===== config.mk =====
export PLATFORM = sky130hd
export DESIGN_NAME = rand_share_arbiter
export DESIGN_NICKNAME = d
export VERILOG_FILES = /design/src/rtl/rand_share_pkg.sv /design/src/rtl/rr_pick.sv /design/src/rtl/rand_share_arbiter.sv
export SDC_FILE = /design/constraint.sdc
export NUM_CORES = 1
export LEC_CHECK = 0
export ABC_AREA = 1
export CORE_AREA = 2 2 47 49
export DETAILED_ROUTE_END_ITERATION = 6
export DIE_AREA = 0 0 49 51
export GPL_TIMING_DRIVEN = 0
export PLACE_DENSITY_LB_ADDON = 0.15
export SETUP_SLACK_MARGIN = 0.2
export SLEW_MARGIN = 20
export SYNTH_ARGS = -nofsm -noshare
export SYNTH_HDL_FRONTEND = slang
export SYNTH_SLANG_ARGS = --single-unit
export TNS_END_PERCENT = 100

===== constraint.sdc =====
create_clock -name clk -period 3.94 [get_ports clk]
set_input_delay 0.788 -clock clk [delete_from_list [all_inputs] [get_ports clk]]
set_output_delay 0.788 -clock clk [all_outputs]
set_load 0.02 [all_outputs]

===== src/rtl/rand_share_pkg.sv =====
// Shared types and helpers for the random-number sharing arbiter.
// Holds the FSM state encoding, the cooldown bound and the round-robin pointer step.
package rand_share_pkg;

  typedef enum logic [1:0] {
    IDLE  = 2'd0,
    GRANT = 2'd1,
    COOL  = 2'd2
  } state_t;

  localparam int GAP_MAX = 15;

  // Next round-robin start position after granting index w out of n requesters.
  function automatic int rr_next(input int w, input int n);
    return (w + 1 >= n) ? 0 : w + 1;
  endfunction

endpackage


===== src/rtl/rr_pick.sv =====
// Combinational round-robin selector: first asserted request at or after ptr,
// wrapping modulo NREQ.
module rr_pick #(
  parameter int NREQ = 4,
  parameter int IDXW = $clog2(NREQ)
) (
  input  logic [NREQ-1:0] req,
  input  logic [IDXW-1:0] ptr,
  output logic [IDXW-1:0] winner,
  output logic            found
);

  logic [IDXW-1:0] sel;

  always_comb begin
    winner = '0;
    found  = 1'b0;
    sel    = '0;
    for (int i = 0; i < NREQ; i++) begin
      sel = IDXW'((int'(ptr) + i) % NREQ);
      if (!found && req[sel]) begin
        found  = 1'b1;
        winner = sel;
      end
    end
  end

endmodule


===== src/rtl/rand_share_arbiter.sv =====
// Shares one free-running random source between NREQ requesters: round-robin
// grant, sample capture on the grant edge, then a GAP-cycle cooldown.
module rand_share_arbiter
  import rand_share_pkg::*;
#(
  parameter int NREQ    = 4,
  parameter int MODULUS = 10,
  parameter int NBITS   = $clog2(MODULUS),
  parameter int GAP     = 2,
  parameter int IDXW    = $clog2(NREQ)
) (
  input  logic             clk,
  input  logic             rst,
  input  logic [NBITS-1:0] rnd_in,
  input  logic [NREQ-1:0]  req,
  output logic [NREQ-1:0]  ack,
  output logic [NBITS-1:0] value,
  output logic [IDXW-1:0]  gnt_idx,
  output logic             busy
);

  localparam int CNTW = $clog2(GAP_MAX + 1);
  localparam logic [CNTW-1:0] COOL_LOAD = CNTW'((GAP > 0) ? GAP - 1 : 0);

  state_t           state_q, state_d;
  logic [CNTW-1:0]  cnt_q, cnt_d;
  logic [IDXW-1:0]  ptr_q, ptr_d;
  logic [IDXW-1:0]  winner;
  logic             found;
  logic [NREQ-1:0]  ack_d;
  logic [NBITS-1:0] value_d;
  logic [IDXW-1:0]  gnt_d;

  rr_pick #(
    .NREQ(NREQ),
    .IDXW(IDXW)
  ) u_pick (
    .req   (req),
    .ptr   (ptr_q),
    .winner(winner),
    .found (found)
  );

  always_ff @(posedge clk or negedge rst) begin
    if (!rst) begin
      state_q <= IDLE;
      cnt_q   <= '0;
      ptr_q   <= '0;
      ack     <= '0;
      value   <= '0;
      gnt_idx <= '0;
    end else begin
      state_q <= state_d;
      cnt_q   <= cnt_d;
      ptr_q   <= ptr_d;
      ack     <= ack_d;
      value   <= value_d;
      gnt_idx <= gnt_d;
    end
  end

  // ack is a single-cycle pulse; value and gnt_idx hold until the next grant.
  always_comb begin
    state_d = state_q;
    cnt_d   = cnt_q;
    ptr_d   = ptr_q;
    ack_d   = '0;
    value_d = value;
    gnt_d   = gnt_idx;
    case (state_q)
      IDLE: begin
        if (found) begin
          ack_d   = NREQ'(1) << winner;
          value_d = rnd_in;
          gnt_d   = winner;
          ptr_d   = IDXW'(rr_next(int'(winner), NREQ));
          state_d = GRANT;
        end
      end
      GRANT: begin
        if (GAP > 0) begin
          cnt_d   = COOL_LOAD;
          state_d = COOL;
        end else begin
          state_d = IDLE;
        end
      end
      COOL: begin
        if (cnt_q == '0) begin
          state_d = IDLE;
        end else begin
          cnt_d = cnt_q - 1'b1;
        end
      end
      default: state_d = IDLE;
    endcase
  end

  assign busy = (state_q != IDLE);

endmodule

-- Yosys cells after proc, flatten, opt, wreduce, memory -nomap -nowiden
Index checks and enable logic that the tools add are counted.
- bits in registers: 18
- bits in latches: 0
- memory bits (writable): 0
- bits in read-only memories: 0
- bits of input ports: 10
- output and inout bits: 11
- logic and storage cells: 59
- memories: 0
- $add $sub $neg: 5
- $mul: 0
- divide/modulo/power cells: 0
- order comparisons: 5
- equality and inequality tests: 5
- shifts and indexed selects: 1
- multiplexer cells: 24
- bitwise logic cells: 0
- reductions and logical operators: 13
- operators by type and width (operator ; number):
    2-bit 2-to-1 mux ; 7
    2-bit by 3-bit less-than comparator with 1-bit output, second input constant ; 4
    4-bit 2-to-1 mux ; 3
    1-bit binary-select mux with 2-bit select ; 4
    1-bit 2-to-1 mux ; 8
    4-bit case mux with 2 select lines ; 1
    2-bit inequality test, second input constant ; 3
    2-bit case mux with 3 select lines ; 1
    2-bit AND reduction ; 3
    2-bit adder, second input constant ; 2
    4-bit logical NOT ; 1
    2-bit nonzero test ; 2
    1-bit by 2-bit left shift with 4-bit output, first input constant ; 1
    4-bit by 1-bit subtractor with 4-bit output, second input constant ; 1
    2-bit by 1-bit adder with 3-bit output, second input constant ; 1
    3-bit >= comparator, second input constant ; 1
    1-bit logical AND ; 3
    1-bit logical NOT ; 3
    2-bit by 1-bit adder with 2-bit output, second input constant ; 1
    2-bit by 1-bit == test with 1-bit output, second input constant ; 1
    2-bit == test, second input constant ; 1
    2-bit logical NOT ; 1

-- Logic depth before layout (Yosys ltp)
- word-level depth: 15
- mapped depth: 14

-- Modules after synthesis
From an unflattened synthesis, not the netlist that was laid out.
- cells, all modules: 149
- area, all modules: 1156.1 um^2
- modules (own cells, without submodules) (module ; times used ; cells an instance ; area an instance (um^2) ; seq. area each (um^2)):
    rand_share_arbiter ; 1 ; 90 ; 837.1 ; 450.4
    rr_pick ; 1 ; 59 ; 319.1 ; 0.0

-- Worst setup path after synthesis
Ideal clock, no wire load.
- kind: in2reg
- start: input req[0]
- end: register ptr_q[1]
- arrival: 1.874 ns
- data required time: 3.817 ns
- setup slack: 1.943 ns
- stages: 11
- path buffers: 0
- cells stage by stage: inv_1 nand2_1 nand3_1 nand2_1 nor2_4 nand3_2 nand3_1 inv_1 ha_1 nand2_1 o21ai_1
- longest elaborated chain between the ends: 15
- RTL lines (element ; line ; source):
    start, declared ; rand_share_arbiter.sv:15 ; input logic [NREQ-1:0] req,
    1-bit binary-select mux with 2-bit select ; rr_pick.sv:21 ; if (!found && req[sel]) begin
    1-bit 2-to-1 mux (implied by the code) ; rr_pick.sv:21 ;
    1-bit 2-to-1 mux ; rr_pick.sv:21 ;
    1-bit logical NOT ; rr_pick.sv:21 ;
    1-bit logical AND ; rr_pick.sv:21 ;
    1-bit 2-to-1 mux ; rr_pick.sv:21 ;
    1-bit logical NOT ; rr_pick.sv:21 ;
    1-bit logical AND ; rr_pick.sv:21 ;
    1-bit 2-to-1 mux ; rr_pick.sv:21 ;
    1-bit logical NOT ; rr_pick.sv:21 ;
    1-bit logical AND ; rr_pick.sv:21 ;
    2-bit 2-to-1 mux * ; rr_pick.sv:21 ;
    net u_pick.winner[0] ; rr_pick.sv:9 ; output logic [IDXW-1:0] winner,
    2-bit by 1-bit adder with 3-bit output * ; rand_share_pkg.sv:15 ; return (w + 1 >= n) ? 0 : w + 1;
    3-bit >= comparator ; rand_share_pkg.sv:15 ;
    2-bit 2-to-1 mux * ; rand_share_pkg.sv:15 ;
    end signal, assigned ; rand_share_arbiter.sv:55 ; ptr_q <= ptr_d;
    end, declared ; rand_share_arbiter.sv:27 ; logic [IDXW-1:0] ptr_q, ptr_d;
Mark *: on every way through the listed nets, which the timed path passes. The rest lies on a longest branch. The select of a mux whose other input is x is not followed.
A chain may end at the register's enable or synchronous reset.

-- Worst setup path in the final report
- start: register state_q[1]
- end: output busy
- longest elaborated chain between the ends: 1
- RTL lines (element ; line ; source):
    start, declared ; rand_share_arbiter.sv:25 ; state_t state_q, state_d;
    start signal, assigned ; rand_share_arbiter.sv:53 ; state_q <= state_d;
    2-bit nonzero test ; rand_share_arbiter.sv:99 ; assign busy = (state_q != IDLE);
    end, declared ; rand_share_arbiter.sv:19 ; output logic busy
Every way passes these cells.

==> impl_metrics.toml <==
[worst_hold_path]
whs_endpoint = "value[3]"
hold_path_class = "reg -> reg"
hold_depth = 2
worstHoldStart = "value[3]"

[sta]
tightestPinTransition_ns = 0.767
fin_crit_ns = 2.32
timing.fmax_mhz = 431
slew_headroom_pct = 48.7
rsz0062_at_grt = "no"
setup-tns-final_ns = 0
fin_crit_sh_pct = 58.9
finalSetupViolations = 0
slew_violations = 0
hold_viol = 0
clock_skew_ns = 0.000907

[final_layout]
post-route-cell-area_sq_um = 1310
drive_above_1_share_pct = 11.4
syn2layout_area_growth_pct = 26.1
antenna_cells = 0
fin_nets = 174

[cts]
ctsHoldBuffers = 0
numCtsBuffers = 3
cts_tree = "built"
clock-root-buffer = "clkbuf_4"
cts_resized = 0
clkSinkCount = 18
clock_latency_ns = 0.29
h-tree-depth = 1
postCtsSetupBuffers = 0
path_clk_slew_ns = 0.10
clockBufferDepth = 2

[pwr]
peakVddDrop_mv = 0.461
fin_total_pwr_mw = 1.24
cell_internal_pwr_uw = 640
seq_power_share_pct = 24.8
leakage_nw = 0.692
power_frac_clock_pct = 9.2
netSwitchingFraction_pct = 48.4
net-switching-power_uw = 599
p_per_area_nw_per_um2 = 944
comb_power_share_pct = 66.0

[global_routing]
grt_pass1_vias = 873
grt_overflow_total = 0
grt_max_degree = 19
antenna_found_initial = 0
grtUsageTotal_pct = 18.4
grt_pass1_wl_um = 3490

[routing]
vias = 891
wl_per_cell_um = 10.3
drt_iter0_drc = 12
via_per_inst = 4.79
drt_pre_antenna_iters = 6
wl_um = 1930
route.detailed.drc = 0
drtAntennaViolNets = 0

[synthesis]
synth_cells = 134
synth_xor_xnor_area_share_pct = 1.68
synth_area_leader_cell = "dfrtp_1"
seq_area_frac_synth_pct = 43.3
synthAdderAreaFrac_pct = 6.02
ys_ff_latch = 18
netlist_top_cells_count = "nand2_1 (44), inv_1 (21), dfrtp_1 (18)"
synth_edf_count = 0
yosys.area.top_type_share_pct = 43.3
ys.warnings.count = 0
yosysUniqueCellTypes = 19
synth.most_common_cell = "nand2_1"
async_reset_ff_share_pct = 100
syn_area_sq_um = 1040
synth-compound-area-share_pct = 5.17
syn_area_per_cell_sq_um = 7.76
synthTopCellsByArea = "dfrtp_1 (43%), nand2_1 (16%), inv_1 (7.6%), ha_1 (6.0%), nand3_1 (5.8%)"
synth_ff_type = "dfrtp_1"
synth_simple_gate_area_share_pct = 32.9
syn_nets = 149
synthMuxAreaShare_pct = 0
synth_top_family_by_area = "simple AND/OR/NAND/NOR gates"

[floorplanning]
die-area_sq_um = 2500
start_util_pct = 50.4
dieHeight_um = 51
coreArea_sq_um = 2060
io_pins = 21
num_rows = 17
dieWidth_um = 49

[placement]
place_hpwl_um = 1520
port_buffers = 20
place_congestion = 0.916
placedInstanceArea_sq_um = 1270

[critical_path]
r2r_cells = 12
cp_max_fo = 3
crit_path_max_incr_delay_ns = 0.53
startpoint_type = "register"
r2r_setup_slack_ns = 2.04
crit_path_end_kind = "primary output"
slowest_stage = "clkdlybuf4s50_1"
critical_path_class = "reg -> out"
cp.required_ns = 3.15
r2r_start = "ptr_q[0]"
arrival_ns = 1.53
r2r_end = "ptr_q[1]"
cp_cell_sequence = "nor2_1, inv_1, clkdlybuf4s50_1"

[flow_run]
max-cap-violations = 0

[outcome]
status = "complete, no violations"
## critical path: cells and delay by family, from the launching register on
family        cells  cell delay (ns)
flops             1             0.41
buf+inv           2             0.59
simple gates      1             0.23
## sequential cells by signal, indices dropped and copies added (netlist names)
name / cells
ack: 4
cnt_q: 4
value: 4
gnt_idx: 2
ptr_q: 2
state_q: 2
## through the flow
stage | hold WS [ns] | setup slack (ns) | instances | utilization (%)
CTS | 0.491 | 1.60 | 186 | 63.6
global placement | 0.463 | 1.36 | 182 | 61.8
floorplan | 0.492 | 1.94 | 134 | -
global route | 0.521 | 1.48 | 186 | 63.6
detailed placement | 0.469 | 1.32 | 182 | 61.8
finish | 0.487 | 1.62 | 186 | 63.6
## routing by layer
metal / part of all wire, % / GRT usage, % / wire (um) / vias up
met4: 1.5 / 7.14 / 28 / 0
met1: 45 / 20.9 / 871 / 409
li1: - / - / - / 464
met2: 49 / 32.4 / 943 / 14
met3: 4.2 / 5.56 / 81 / 4
met5: 0 / 0 / 0 / -
## layout by cell type (no fill, tap or decap), drive strengths merged
cell type      synthesis  layout
buf                    2       2
nand3                 13      13
ha                     5       5
dfrtp                 18      18
inv                   23      23
clkdlybuf4s50          0      20
o21ai                  7       7
xnor2                  1       1
nor2                   7       7
xor2                   1       1
nand2                 52      52
o22ai                  3       3
nand4                  2       2
clkbuf                 0       4
## kinds of logic after synthesis
kind of cell	count (synthesis)
XOR/XNOR	2
adder cells (fa/ha/maj)	5
AND/OR/NAND/NOR	74
AO/OA/AOI/OAI	10
flip-flops	18
buffers and inverters	25
## power groups by stage
stage / Sequential, mW / Combinational [mW] / Clock [mW]
after CTS: 0.307 / 0.823 / 0.119
after floorplan: 0.358 / 0.544 / 0
after detailed placement: 0.312 / 0.819 / 0
after global placement: 0.308 / 0.792 / 0
after global routing: 0.318 / 0.931 / 0.126
final: 0.307 / 0.817 / 0.114
## final cells by class
type,instances,area [sq um]
Sequential cell,18,450
Buffer,2,22.5
Inverter,23,91.3
Tap cell,28,35.0
Multi-Input combinational cell,91,475
Timing Repair Buffer,20,200
Clock buffer,4,36.3
Fill cell,175,752
## worst max-delay path by stage
stage / startpoint / endpoint / slack, ns
after floorplan: req[0] / ptr_q[1] / 1.94
after global placement: req[1] / ptr_q[1] / 1.36
after detailed placement: req[1] / ptr_q[1] / 1.32
after CTS: state_q[1] / busy / 1.60
after global routing: req[3] / ptr_q[1] / 1.48
final: state_q[1] / busy / 1.62
Note: power is estimated with default switching activity, not from simulation.
